$ cat config.mk
export PLATFORM = sky130hd
export DESIGN_NAME = regfile_sb
export DESIGN_NICKNAME = d
export VERILOG_FILES = /design/src/rtl/regfile_sb.sv
export SDC_FILE = /design/constraint.sdc
export NUM_CORES = 1
export LEC_CHECK = 0
export CAP_MARGIN = 30
export CORE_ASPECT_RATIO = 1.5
export CORE_MARGIN = 2
export CORE_UTILIZATION = 45
export CTS_CLUSTER_SIZE = 24
export DETAILED_ROUTE_END_ITERATION = 16
export HOLD_SLACK_MARGIN = 0.1
export PLACE_DENSITY = 0.68
export SETUP_SLACK_MARGIN = 0.02
export SLEW_MARGIN = 10
export SYNTH_ARGS = -nofsm -noshare
export SYNTH_HDL_FRONTEND = slang
export SYNTH_SLANG_ARGS = --single-unit
$ cat constraint.sdc
create_clock -name i_clk -period 4.4 [get_ports i_clk]
set_input_delay 0.66 -clock i_clk [delete_from_list [all_inputs] [get_ports i_clk]]
set_output_delay 0.66 -clock i_clk [all_outputs]
set_load 0.05 [all_outputs]
$ cat src/rtl/regfile_sb.sv
// regfile_sb: parametrised register file with R0 hardwired to zero,
// write-to-read bypass, a per-register busy scoreboard (reserve/release),
// and a synchronous scoreboard flush.
//
// Optional feature macro: REGFILE_SHADOW_BANK_EN
//   Adds a second register bank, selected by o_bank_sel. A context swap is
//   requested with i_ctx_swap and taken once the scoreboard has drained.
//
// Ports:
//   i_clk       system clock, rising edge
//   i_rst       asynchronous active-high reset
//   i_wr_en     write strobe
//   i_wr_addr   write address
//   i_wr_data   write data
//   i_rd_addr   packed read addresses, port p at [p*ADDR_W +: ADDR_W]
//   o_rd_data   packed read data, combinational
//   o_rd_busy   busy bit of the register addressed by each read port
//   i_rsv_en    reserve strobe (marks i_rsv_addr as awaiting writeback)
//   i_rsv_addr  register to reserve
//   i_flush     synchronous clear of all busy bits
//   o_busy_vec  full scoreboard, bit 0 always 0
//   o_pend_cnt  number of set busy bits (registered)
//   i_dbg_addr  debug read address
//   o_dbg_data  debug read data, never bypassed
//   i_ctx_swap  (shadow bank only) request a bank swap
//   o_bank_sel  (shadow bank only) currently active bank
module regfile_sb #(
    parameter int DATA_W   = 8,
    parameter int ADDR_W   = 3,
    parameter int RD_PORTS = 2,
    parameter int BYPASS   = 1
) (
    input  logic                       i_clk,
    input  logic                       i_rst,
    input  logic                       i_wr_en,
    input  logic [ADDR_W-1:0]          i_wr_addr,
    input  logic [DATA_W-1:0]          i_wr_data,
    input  logic [RD_PORTS*ADDR_W-1:0] i_rd_addr,
    output logic [RD_PORTS*DATA_W-1:0] o_rd_data,
    output logic [RD_PORTS-1:0]        o_rd_busy,
    input  logic                       i_rsv_en,
    input  logic [ADDR_W-1:0]          i_rsv_addr,
    input  logic                       i_flush,
    output logic [(2**ADDR_W)-1:0]     o_busy_vec,
    output logic [ADDR_W:0]            o_pend_cnt,
    input  logic [ADDR_W-1:0]          i_dbg_addr,
`ifdef REGFILE_SHADOW_BANK_EN
    input  logic                       i_ctx_swap,
    output logic                       o_bank_sel,
`endif
    output logic [DATA_W-1:0]          o_dbg_data
);

    localparam int NUM_REGS = 2**ADDR_W;
`ifdef REGFILE_SHADOW_BANK_EN
    localparam int NUM_BANKS = 2;
`else
    localparam int NUM_BANKS = 1;
`endif

    logic [DATA_W-1:0]   r_mem [NUM_BANKS][NUM_REGS];
    logic [NUM_REGS-1:0] r_busy;
    logic [ADDR_W:0]     r_pend_cnt;
    logic [NUM_REGS-1:0] w_busy_nxt;
    logic [ADDR_W:0]     w_pend_nxt;
    logic                w_bank;
    logic                w_rsv_en;

`ifdef REGFILE_SHADOW_BANK_EN
    logic r_bank_sel;
    logic r_swap_pend;
    logic w_swap;

    // Reservations are held off while a swap is pending so the scoreboard
    // can drain; the swap itself needs an empty scoreboard and no new producer.
    assign w_rsv_en = i_rsv_en & ~r_swap_pend;
    assign w_swap   = r_swap_pend & (r_pend_cnt == '0) & ~i_rsv_en;
    assign w_bank   = r_bank_sel;
    assign o_bank_sel = r_bank_sel;

    always_ff @(posedge i_clk or posedge i_rst) begin
        if (i_rst) begin
            r_bank_sel  <= 1'b0;
            r_swap_pend <= 1'b0;
        end else begin
            if (w_swap) begin
                r_bank_sel <= ~r_bank_sel;
            end
            // A request arriving on the swap edge stays pending for another swap.
            if (i_ctx_swap) begin
                r_swap_pend <= 1'b1;
            end else if (w_swap) begin
                r_swap_pend <= 1'b0;
            end
        end
    end
`else
    assign w_rsv_en = i_rsv_en;
    assign w_bank   = 1'b0;
`endif

    // Register array; R0 is never written so it stays zero after reset.
    always_ff @(posedge i_clk or posedge i_rst) begin
        if (i_rst) begin
            for (int b = 0; b < NUM_BANKS; b++) begin
                for (int r = 0; r < NUM_REGS; r++) begin
                    r_mem[b][r] <= '0;
                end
            end
        end else if (i_wr_en && (i_wr_addr != '0)) begin
            r_mem[w_bank][i_wr_addr] <= i_wr_data;
        end
    end

    // Scoreboard next state: flush > reserve > write-release > hold.
    always_comb begin
        w_busy_nxt = r_busy;
        for (int r = 1; r < NUM_REGS; r++) begin
            if (i_flush) begin
                w_busy_nxt[r] = 1'b0;
            end else if (w_rsv_en && (i_rsv_addr == ADDR_W'(r))) begin
                w_busy_nxt[r] = 1'b1;
            end else if (i_wr_en && (i_wr_addr == ADDR_W'(r))) begin
                w_busy_nxt[r] = 1'b0;
            end
        end
        w_busy_nxt[0] = 1'b0;
    end

    // Count tracks the next busy vector exactly, so it can never wrap.
    always_comb begin
        w_pend_nxt = '0;
        for (int r = 0; r < NUM_REGS; r++) begin
            w_pend_nxt = w_pend_nxt + (ADDR_W+1)'(w_busy_nxt[r]);
        end
    end

    always_ff @(posedge i_clk or posedge i_rst) begin
        if (i_rst) begin
            r_busy     <= '0;
            r_pend_cnt <= '0;
        end else begin
            r_busy     <= w_busy_nxt;
            r_pend_cnt <= w_pend_nxt;
        end
    end

    assign o_busy_vec = r_busy;
    assign o_pend_cnt = r_pend_cnt;

    // Read ports; busy is reported from registered state, never bypassed.
    always_comb begin
        logic [ADDR_W-1:0] v_addr;
        v_addr    = '0;
        o_rd_data = '0;
        o_rd_busy = '0;
        for (int p = 0; p < RD_PORTS; p++) begin
            v_addr = i_rd_addr[p*ADDR_W +: ADDR_W];
            if (v_addr == '0) begin
                o_rd_data[p*DATA_W +: DATA_W] = '0;
            end else if ((BYPASS != 0) && i_wr_en && (i_wr_addr == v_addr)) begin
                o_rd_data[p*DATA_W +: DATA_W] = i_wr_data;
            end else begin
                o_rd_data[p*DATA_W +: DATA_W] = r_mem[w_bank][v_addr];
            end
            o_rd_busy[p] = r_busy[v_addr];
        end
    end

    assign o_dbg_data = r_mem[w_bank][i_dbg_addr];

endmodule

==> metrics.yaml, run 1 <==
outcome:
  status: "finished, final reports clean"
cells_and_area:
  regArea_mm2: 0.00185
  fin_nets: 427
  multi_input_comb_area_mm2: 0.00270
  drive_above_1_share: 0.390
  fillers: 842
  antennaDiodeCount: 0
  areaGrowthSynthToFinish_pct: 25.9
die:
  start_util: 0.456
  die_w_um: 87.9
  io_pins: 66
  die-area_mm2: 0.0114
  die_y_um: 130
  fp-row-count: 46
  fp.coreArea_mm2: 0.0104
clock_network:
  postCtsSetupBuffers: 0
  cts-htree-levels: 3
  hold_buffers: 0
  cts_resized: 0
  clkSinkCount: 74
  clock_latency_ns: 0.33
  cts_tree: "done"
  root_buffer: "clkbuf_16"
  cts_buffers: 9
  clockBufferDepth: 2
  path_clk_slew_ns: 0.05
placed_design:
  portBuffers: 63
  post-dp-hpwl_um: 8510
  post-place-ws_ns: 0.411
  place_congestion: 0.858
logic_synthesis:
  synth_most_common_cell: "dfrtp_1"
  async_reset_ff_frac: 1.00
  synth_top_area_share: 0.390
  synth_edf_count: 0
  yosys_warnings: 0
  syn_inst: 335
  yosys-top-cells-count: "74 x dfrtp_1, 66 x mux2_2, 34 x mux4_2, 20 x nor2_1"
  ys_top_cells_by_area: "dfrtp_1 39%, mux4_2 16%, mux2_2 16%"
  ys_seq_elements: 74
  netlist_area_mm2: 0.00475
  syn_area_per_cell_um2: 14.2
  synthFlopType: "dfrtp_1"
  ys_types: 31
  ys_seq_area_frac: 0.390
  synth_area_leader_cell: "dfrtp_1"
sta:
  fmax_mhz: 274
  worst_slew_pin_slew_ns: 0.573
  relSlewSlack: 0.617
  rsz0062_at_grt: "no"
  final.period_utilization: 0.830
  worst_slack_ns: 0.750
  finalCriticalPeriod_ns: 3.65
  setup_viol: 0
  fin_skew_ns: 0.00260
  setup_tns_ns: 0
  slew_violations: 0
  final-hold-violation-count: 0
grt:
  grt_pass1_wl_um: 19200
  grt_pass1_vias: 3498
  grt_max_degree: 75
  grt_usage: 0.232
  overflow: 0
  antenna_found_initial: 0
setup_path:
  cp.required_ns: 4.60
  startpoint_type: "primary input"
  cp_max_fo: 9
  path_class: "primary input to flip-flop"
  crit_arrival_ns: 3.85
  end_kind: "flip-flop"
power:
  p_per_area_mw_per_mm2: 430
  ir_drop_mv: 0.279
  leakagePower_nw: 2.50
route:
  route.detailed.drc: 0
  drt-initial-drc-count: 273
  avgViaCountPerCell: 6.01
  first_pass_iters: 4
  drtAntennaViolNets: 0
  routed_wl_um: 12400
  post_drt_wl_per_cell_um: 22.8
  via_count: 3269
min_path:
  hold_path_class: "flip-flop to flip-flop"
flow_run:
  max-cap-violations: 0
through the flow:
| step | util | cell area (um^2) | hold WS (ns) | cells | power, W |
|---|---|---|---|---|---|
| final | 0.574 | 5980 | 0.411 | 544 | 0.00257 |
| after global routing | 0.574 | 5980 | 0.434 | 544 | 0.00268 |
| after CTS | 0.572 | 5960 | 0.415 | 543 | 0.00259 |
| after detailed placement | 0.545 | 5670 | 0.404 | 527 | 0.00190 |
| after global placement | 0.545 | 5670 | 0.405 | 527 | 0.00188 |
| after floorplan | - | 4760 | 0.455 | 336 | 0.00153 |
worst max-delay path, stage by stage:
cell             delay, ns
clkdlybuf4s50_1       0.68
nor4bb_2              0.39
nand2b_1              0.15
a21oi_1               0.10
fa_1                  0.49
fa_1                  0.49
inv_1                 0.05
fa_1                  0.35
inv_1                 0.09
fa_1                  0.39
placed cells by master (no fill, tap or decap), drive strengths merged, types with 4 or more instances in the layout:
master         count
dfrtp             74
mux2              66
mux4              50
clkdlybuf4s50     46
buf               36
nor2              20
mux2i             16
a211oi            16
clkbuf            14
nand2             10
a21oi              6
xnor2              6
inv                6
fa                 4
nand4              4
per-layer routing:
layer	wire [um]	up-vias	GRT usage
met2	6700	125	0.400
met4	445	0	0.125
met5	0	-	0
met1	4540	1695	0.277
li1	-	1418	-
met3	695	31	0.0329
sequential cells by signal (all words and copies together) (netlist names):
name and count:
r_mem 64, o_busy_vec 7, o_pend_cnt 3
final cells by class:
class | instances | area share
Multi-Input combinational cell | 222 | 0.450
Timing Repair Buffer | 82 | 0.159
Clock inverter | 2 | 0.00167
Clock buffer | 14 | 0.0458
Inverter | 6 | 0.00376
Sequential cell | 74 | 0.309
Tap cell | 144 | 0.0301
power breakdown:
part           switching (W)  internal (W)
sequential          0.000114      0.000801
combinational       0.000462      0.000508
clock               0.000262      0.000426
path summary, 6_finish.rpt:
path | start | to | slack, ns | cells past startpoint
max reg2reg | o_busy_vec[4]$_DFF_PP0_ | o_pend_cnt[1]$_DFF_PP0_ | 1.69 | 8
min | r_mem[63]$_DFFE_PP0P_ | r_mem[63]$_DFFE_PP0P_ | 0.41 | 0
max | i_wr_en | o_pend_cnt[1]$_DFF_PP0_ | 0.75 | 10
max in group asynchronous | i_rst | r_mem[39]$_DFFE_PP0P_ | 3.21 | 4
min reg2reg | r_mem[63]$_DFFE_PP0P_ | r_mem[63]$_DFFE_PP0P_ | 0.41 | 0
min in group asynchronous | i_rst | r_mem[57]$_DFFE_PP0P_ | 0.63 | 3
logic make-up (layout without fill, tap and decap cells):
family / Yosys count / in the layout / synth area share
AO/OA/AOI/OAI: 27 / 27 / 0.0387
XOR/XNOR: 6 / 6 / 0.0111
adder cells (fa/ha/maj): 4 / 4 / 0.0169
buffers and inverters: 40 / 104 / 0.0466
flip-flops: 74 / 74 / 0.390
multiplexers: 132 / 132 / 0.440
other: 1 / 2 / 0.000789
AND/OR/NAND/NOR: 51 / 51 / 0.0566
Note: power is estimated with default switching activity, not from simulation.
==> run 2, diff against run 1 <==
==> constraint.sdc (replaced) <==
create_clock -name i_clk -period 3.8 [get_ports i_clk]
set_input_delay 0.57 -clock i_clk [delete_from_list [all_inputs] [get_ports i_clk]]
set_output_delay 0.57 -clock i_clk [all_outputs]
set_load 0.05 [all_outputs]
==> metrics.yaml, run 2 (synthesized netlist as in run 1, its figures left out) <==
placed_design:
  place_area_mm2: 0.00574
  place_congestion: 0.822
  dp_cells: 537
  post-place-ws_ns: 0.0122
  portBuffers: 63
  post-dp-hpwl_um: 9130
cells_and_area:
  regMostFlops: "r_mem"
  drive_above_1_share: 0.421
  fin_nets: 436
  layout.cells.non_filler: 550
  areaGrowthSynthToFinish_pct: 26.2
  largest_reg_flops: 64
  layout_common_cells: "74 x dfrtp_1, 66 x mux2_2, 37 x clkdlybuf4s50_1, 37 x buf_4, 34 x mux4_2"
  antennaDiodeCount: 0
  fillers: 834
  final_common_cell: "dfrtp_1"
  finalInstanceArea_mm2: 0.00600
clock_network:
  clockBufferDepth: 2
  path_clk_slew_ns: 0.05
  postCtsSetupBuffers: 0
  cts_buffers: 9
  clock_latency_ns: 0.33
  root_buffer: "clkbuf_16"
  cts_resized: 0
  cts-htree-levels: 3
  cts_tree: "done"
  clkSinkCount: 74
  hold_buffers: 0
grt:
  grt_usage: 0.239
  grt_pass1_vias: 3515
  grt_max_degree: 41
  antenna_found_initial: 0
  overflow: 0
  grt_pass1_wl_um: 19700
die:
  die-area_mm2: 0.0114
  die_y_um: 130
  start_util: 0.456
  io_pins: 66
  die_w_um: 87.9
  fp-row-count: 46
  fp.coreArea_mm2: 0.0104
sta:
  fin_skew_ns: 0.00400
  worst_slew_pin_slew_ns: 0.785
  final-hold-violation-count: 0
  slew_violations: 0
  finalCriticalPeriod_ns: 3.49
  rsz0062_at_grt: "no"
  setup_viol: 0
  final.period_utilization: 0.918
  worst_slack_ns: 0.310
  setup_tns_ns: 0
  fmax_mhz: 287
  relSlewSlack: 0.472
setup_path:
  worst-path-buf-inv: 2
  cp.required_ns: 3.23
  cp_max_fo: 16
  path_class: "primary input to primary output"
  slowest_stage: "clkdlybuf4s50_1"
  crit_path_end: "o_rd_data[2]"
  ff2ff_setup_slack_ns: 1.04
  startpoint_type: "primary input"
  r2r_cells: 8
  critPathTopFamily: "buffers and inverters"
  max_stage_delay_ns: 0.81
  path_depth: 5
  r2r_start: "o_busy_vec[4]$_DFF_PP0_"
  startpoint: "i_rd_addr[1]"
  end_kind: "primary output"
  r2r_end: "o_pend_cnt[1]$_DFF_PP0_"
  worstPathCellList: "clkdlybuf4s50_1 -> xnor2_1 -> nand4_2 -> a211oi_1 -> buf_12"
  crit_arrival_ns: 2.92
route:
  avgViaCountPerCell: 5.99
  first_pass_iters: 4
  via_count: 3296
  routed_wl_um: 12700
  post_drt_wl_per_cell_um: 23.0
  drt-initial-drc-count: 149
  drtAntennaViolNets: 0
  route.detailed.drc: 0
flow_run:
  max-cap-violations: 0
power:
  leakagePower_nw: 2.54
  p_per_area_mw_per_mm2: 492
  ir_drop_mv: 0.265
  power_w: 0.00295
outcome:
  status: "finished, final reports clean"
min_path:
  hold_path_class: "flip-flop to flip-flop"
run 2: metal layers:
metal | vias up | wire length, um | global-route usage
met5 | - | 0 | 0
li1 | 1442 | - | -
met4 | 0 | 423 | 0.111
met3 | 28 | 459 | 0.0373
met1 | 1724 | 4950 | 0.286
met2 | 102 | 6840 | 0.418
run 2: stage by stage:
step                      utilization  hold slack [ns]
final                           0.576            0.414
after global routing            0.576            0.431
after detailed placement        0.551            0.402
after floorplan                     -            0.455
after CTS                       0.576            0.415
after global placement          0.551            0.400
run 2: final cells by class:
type | instances | area [um^2] | share of cell area
clock buffer | 13 | 260 | 0.0434
inverter | 6 | 22.5 | 0.00375
multi-input combinational | 222 | 2700 | 0.449
sequential | 74 | 1850 | 0.309
tap | 144 | 180 | 0.0300
timing repair buffer | 91 | 988 | 0.165
run 2: worst min-delay path by stage:
stage | end | startpoint | slack [ns] | cells after the start
after floorplan | r_mem[56]$_DFFE_PP0P_ | r_mem[56]$_DFFE_PP0P_ | 0.46 | 1
after CTS | r_mem[58]$_DFFE_PP0P_ | r_mem[58]$_DFFE_PP0P_ | 0.41 | 0
after global placement | r_mem[59]$_DFFE_PP0P_ | r_mem[59]$_DFFE_PP0P_ | 0.40 | 0
after detailed placement | r_mem[58]$_DFFE_PP0P_ | r_mem[58]$_DFFE_PP0P_ | 0.40 | 0
final | r_mem[62]$_DFFE_PP0P_ | r_mem[62]$_DFFE_PP0P_ | 0.41 | 0
after global routing | r_mem[62]$_DFFE_PP0P_ | r_mem[62]$_DFFE_PP0P_ | 0.43 | 0
run 2: report_power, final:
| group | switching [W] | internal (W) | leakage [nW] |
|---|---|---|---|
| clock | 0.000300 | 0.000467 | 0.128 |
| sequential | 0.000130 | 0.000927 | 0.921 |
| combinational | 0.000542 | 0.000585 | 1.49 |
==> run 3, diff against run 2 <==
--- a/config.mk
+++ b/config.mk
@@ -12,7 +12,7 @@
 export CTS_CLUSTER_SIZE = 24
 export DETAILED_ROUTE_END_ITERATION = 16
 export HOLD_SLACK_MARGIN = 0.1
-export PLACE_DENSITY = 0.68
+export PLACE_DENSITY = 0.71
 export SETUP_SLACK_MARGIN = 0.02
 export SLEW_MARGIN = 10
 export SYNTH_ARGS = -nofsm -noshare
==> metrics.yaml, run 3 (synthesized netlist as in run 1, its figures left out) <==
clock_network:
  hold_buffers: 0
  clock_latency_ns: 0.33
  cts-htree-levels: 3
  cts_tree: "done"
  cts_resized: 0
  clockBufferDepth: 2
  clkSinkCount: 74
  postCtsSetupBuffers: 0
  root_buffer: "clkbuf_16"
  cts_buffers: 9
  path_clk_slew_ns: 0.06
sta:
  fmax_mhz: 290
  rsz0062_at_grt: "no"
  final.period_utilization: 0.907
  slew_violations: 0
  fin_skew_ns: 0.00700
  setup_viol: 0
  finalCriticalPeriod_ns: 3.45
  setup_tns_ns: 0
  worst_slew_pin_slew_ns: 0.645
  final-hold-violation-count: 0
  hold_ws_ns: 0.413
  relSlewSlack: 0.567
power:
  leakagePower_nw: 2.58
  combPwrFrac: 0.361
  power.switching_w: 0.00100
  pwr-share-seq: 0.339
  power_frac_clock: 0.300
  ir_drop_mv: 0.329
  p_per_area_mw_per_mm2: 514
  internal_power_w: 0.00212
  netSwitchingFraction: 0.320
placed_design:
  place_area_mm2: 0.00575
  dp_cells: 538
  place_congestion: 0.840
  post-dp-hpwl_um: 9020
  portBuffers: 63
setup_path:
  path_class: "primary input to primary output"
  worstPathCellList: "clkdlybuf4s50_1 -> xnor2_1 -> nand4_2 -> a211oi_1 -> buf_12"
  end_kind: "primary output"
  startpoint_type: "primary input"
  max_stage_delay_ns: 0.80
  slowest_stage: "clkdlybuf4s50_1"
  cp.required_ns: 3.23
  startpoint: "i_rd_addr[4]"
  r2r_start: "o_busy_vec[1]$_DFF_PP0_"
  cp_max_fo: 16
  crit_arrival_ns: 2.88
grt:
  use_met1: 0.295
  grt_pass1_vias: 3544
  grt_usage: 0.245
  antenna_found_initial: 0
  grt_max_degree: 40
  overflow: 0
  grt_pass1_wl_um: 20200
  grt_busiest_layer: "met2"
  met3_usage: 0.0354
  use_met2: 0.422
die:
  die_y_um: 130
  fp.coreArea_mm2: 0.0104
  die-area_mm2: 0.0114
  fp-row-count: 46
  io_pins: 66
  die_w_um: 87.9
  start_util: 0.456
flow_run:
  max-cap-violations: 0
cells_and_area:
  fin_nets: 437
  regMostFlops: "r_mem"
  finalInstanceArea_mm2: 0.00608
  antennaDiodeCount: 0
  largest_reg_flops: 64
  final_common_cell: "dfrtp_1"
  layout_common_cells: "74 x dfrtp_1, 66 x mux2_2, 38 x buf_4"
  layout.cells.non_filler: 554
  areaGrowthSynthToFinish_pct: 27.9
  final_util: 0.583
  drive_above_1_share: 0.429
min_path:
  hold_path_class: "flip-flop to flip-flop"
  hold_start: "r_mem[63]$_DFFE_PP0P_"
route:
  route.detailed.drc: 0
  post_drt_wl_per_cell_um: 23.3
  avgViaCountPerCell: 6.09
  via_count: 3376
  first_pass_iters: 4
  routed_wl_um: 12900
  drtAntennaViolNets: 0
  drt-initial-drc-count: 151
outcome:
  status: "finished, final reports clean"
[run 3: changes by cell type in the layout (fill, tap and decap cells not counted)]
cell       previous run  this run
clkinv_4              0         1
bufinv_16             0         2
clkinv_2              0         1
clkbuf_1              2         1
buf_4                37        38
[run 3: area by class of cell]
| class | instances | area (um^2) |
|---|---|---|
| clock inverters | 4 | 73.8 |
| fillers | 837 | 4340 |
| flip-flops and latches | 74 | 1850 |
| clock buffers | 12 | 256 |
| inverters | 6 | 22.5 |
| repair buffers | 92 | 996 |
| well taps | 144 | 180 |
| multi-input cells | 222 | 2700 |
[run 3: routing by layer]
| metal | part of all wire | vias to the layer above |
|---|---|---|
| li1 | - | 1452 |
| met1 | 0.37 | 1767 |
| met2 | 0.54 | 135 |
| met3 | 0.054 | 22 |
| met4 | 0.032 | 0 |
| met5 | 0 | - |
[run 3: path summary, 6_finish.rpt]
| path | end | slack (ns) | cells after the start |
|---|---|---|---|
| max | o_rd_data[11] | 0.35 | 5 |
| min | r_mem[63]$_DFFE_PP0P_ | 0.41 | 0 |
| max reg2reg | o_pend_cnt[1]$_DFF_PP0_ | 1.07 | 8 |
| min reg2reg | r_mem[63]$_DFFE_PP0P_ | 0.41 | 0 |
| max in group asynchronous | r_mem[37]$_DFFE_PP0P_ | 2.58 | 4 |
| min in group asynchronous | r_mem[9]$_DFFE_PP0P_ | 0.47 | 2 |
[run 3: worst max-delay path: cells and delay by family]
family / cells / cell delay (ns)
buf+inv: 2 / 1.00
compound gates: 1 / 0.61
simple gates: 1 / 0.48
xor+xnor: 1 / 0.19
[run 3: power groups by stage]
stage | clock, W | sequential (W) | combinational (W)
floorplan | 0 | 0.00104 | 0.000734
global placement | 0 | 0.00105 | 0.00112
detailed placement | 0 | 0.00107 | 0.00114
CTS | 0.000951 | 0.00105 | 0.00114
global route | 0.000991 | 0.00108 | 0.00118
finish | 0.000937 | 0.00106 | 0.00113
[run 3: stage by stage]
step	total power, W	setup WS, ns
final	0.00312	0.355
after global routing	0.00326	0.244
after CTS	0.00314	0.374
after detailed placement	0.00220	0.0610
after global placement	0.00217	0.167
after floorplan	0.00177	0.403
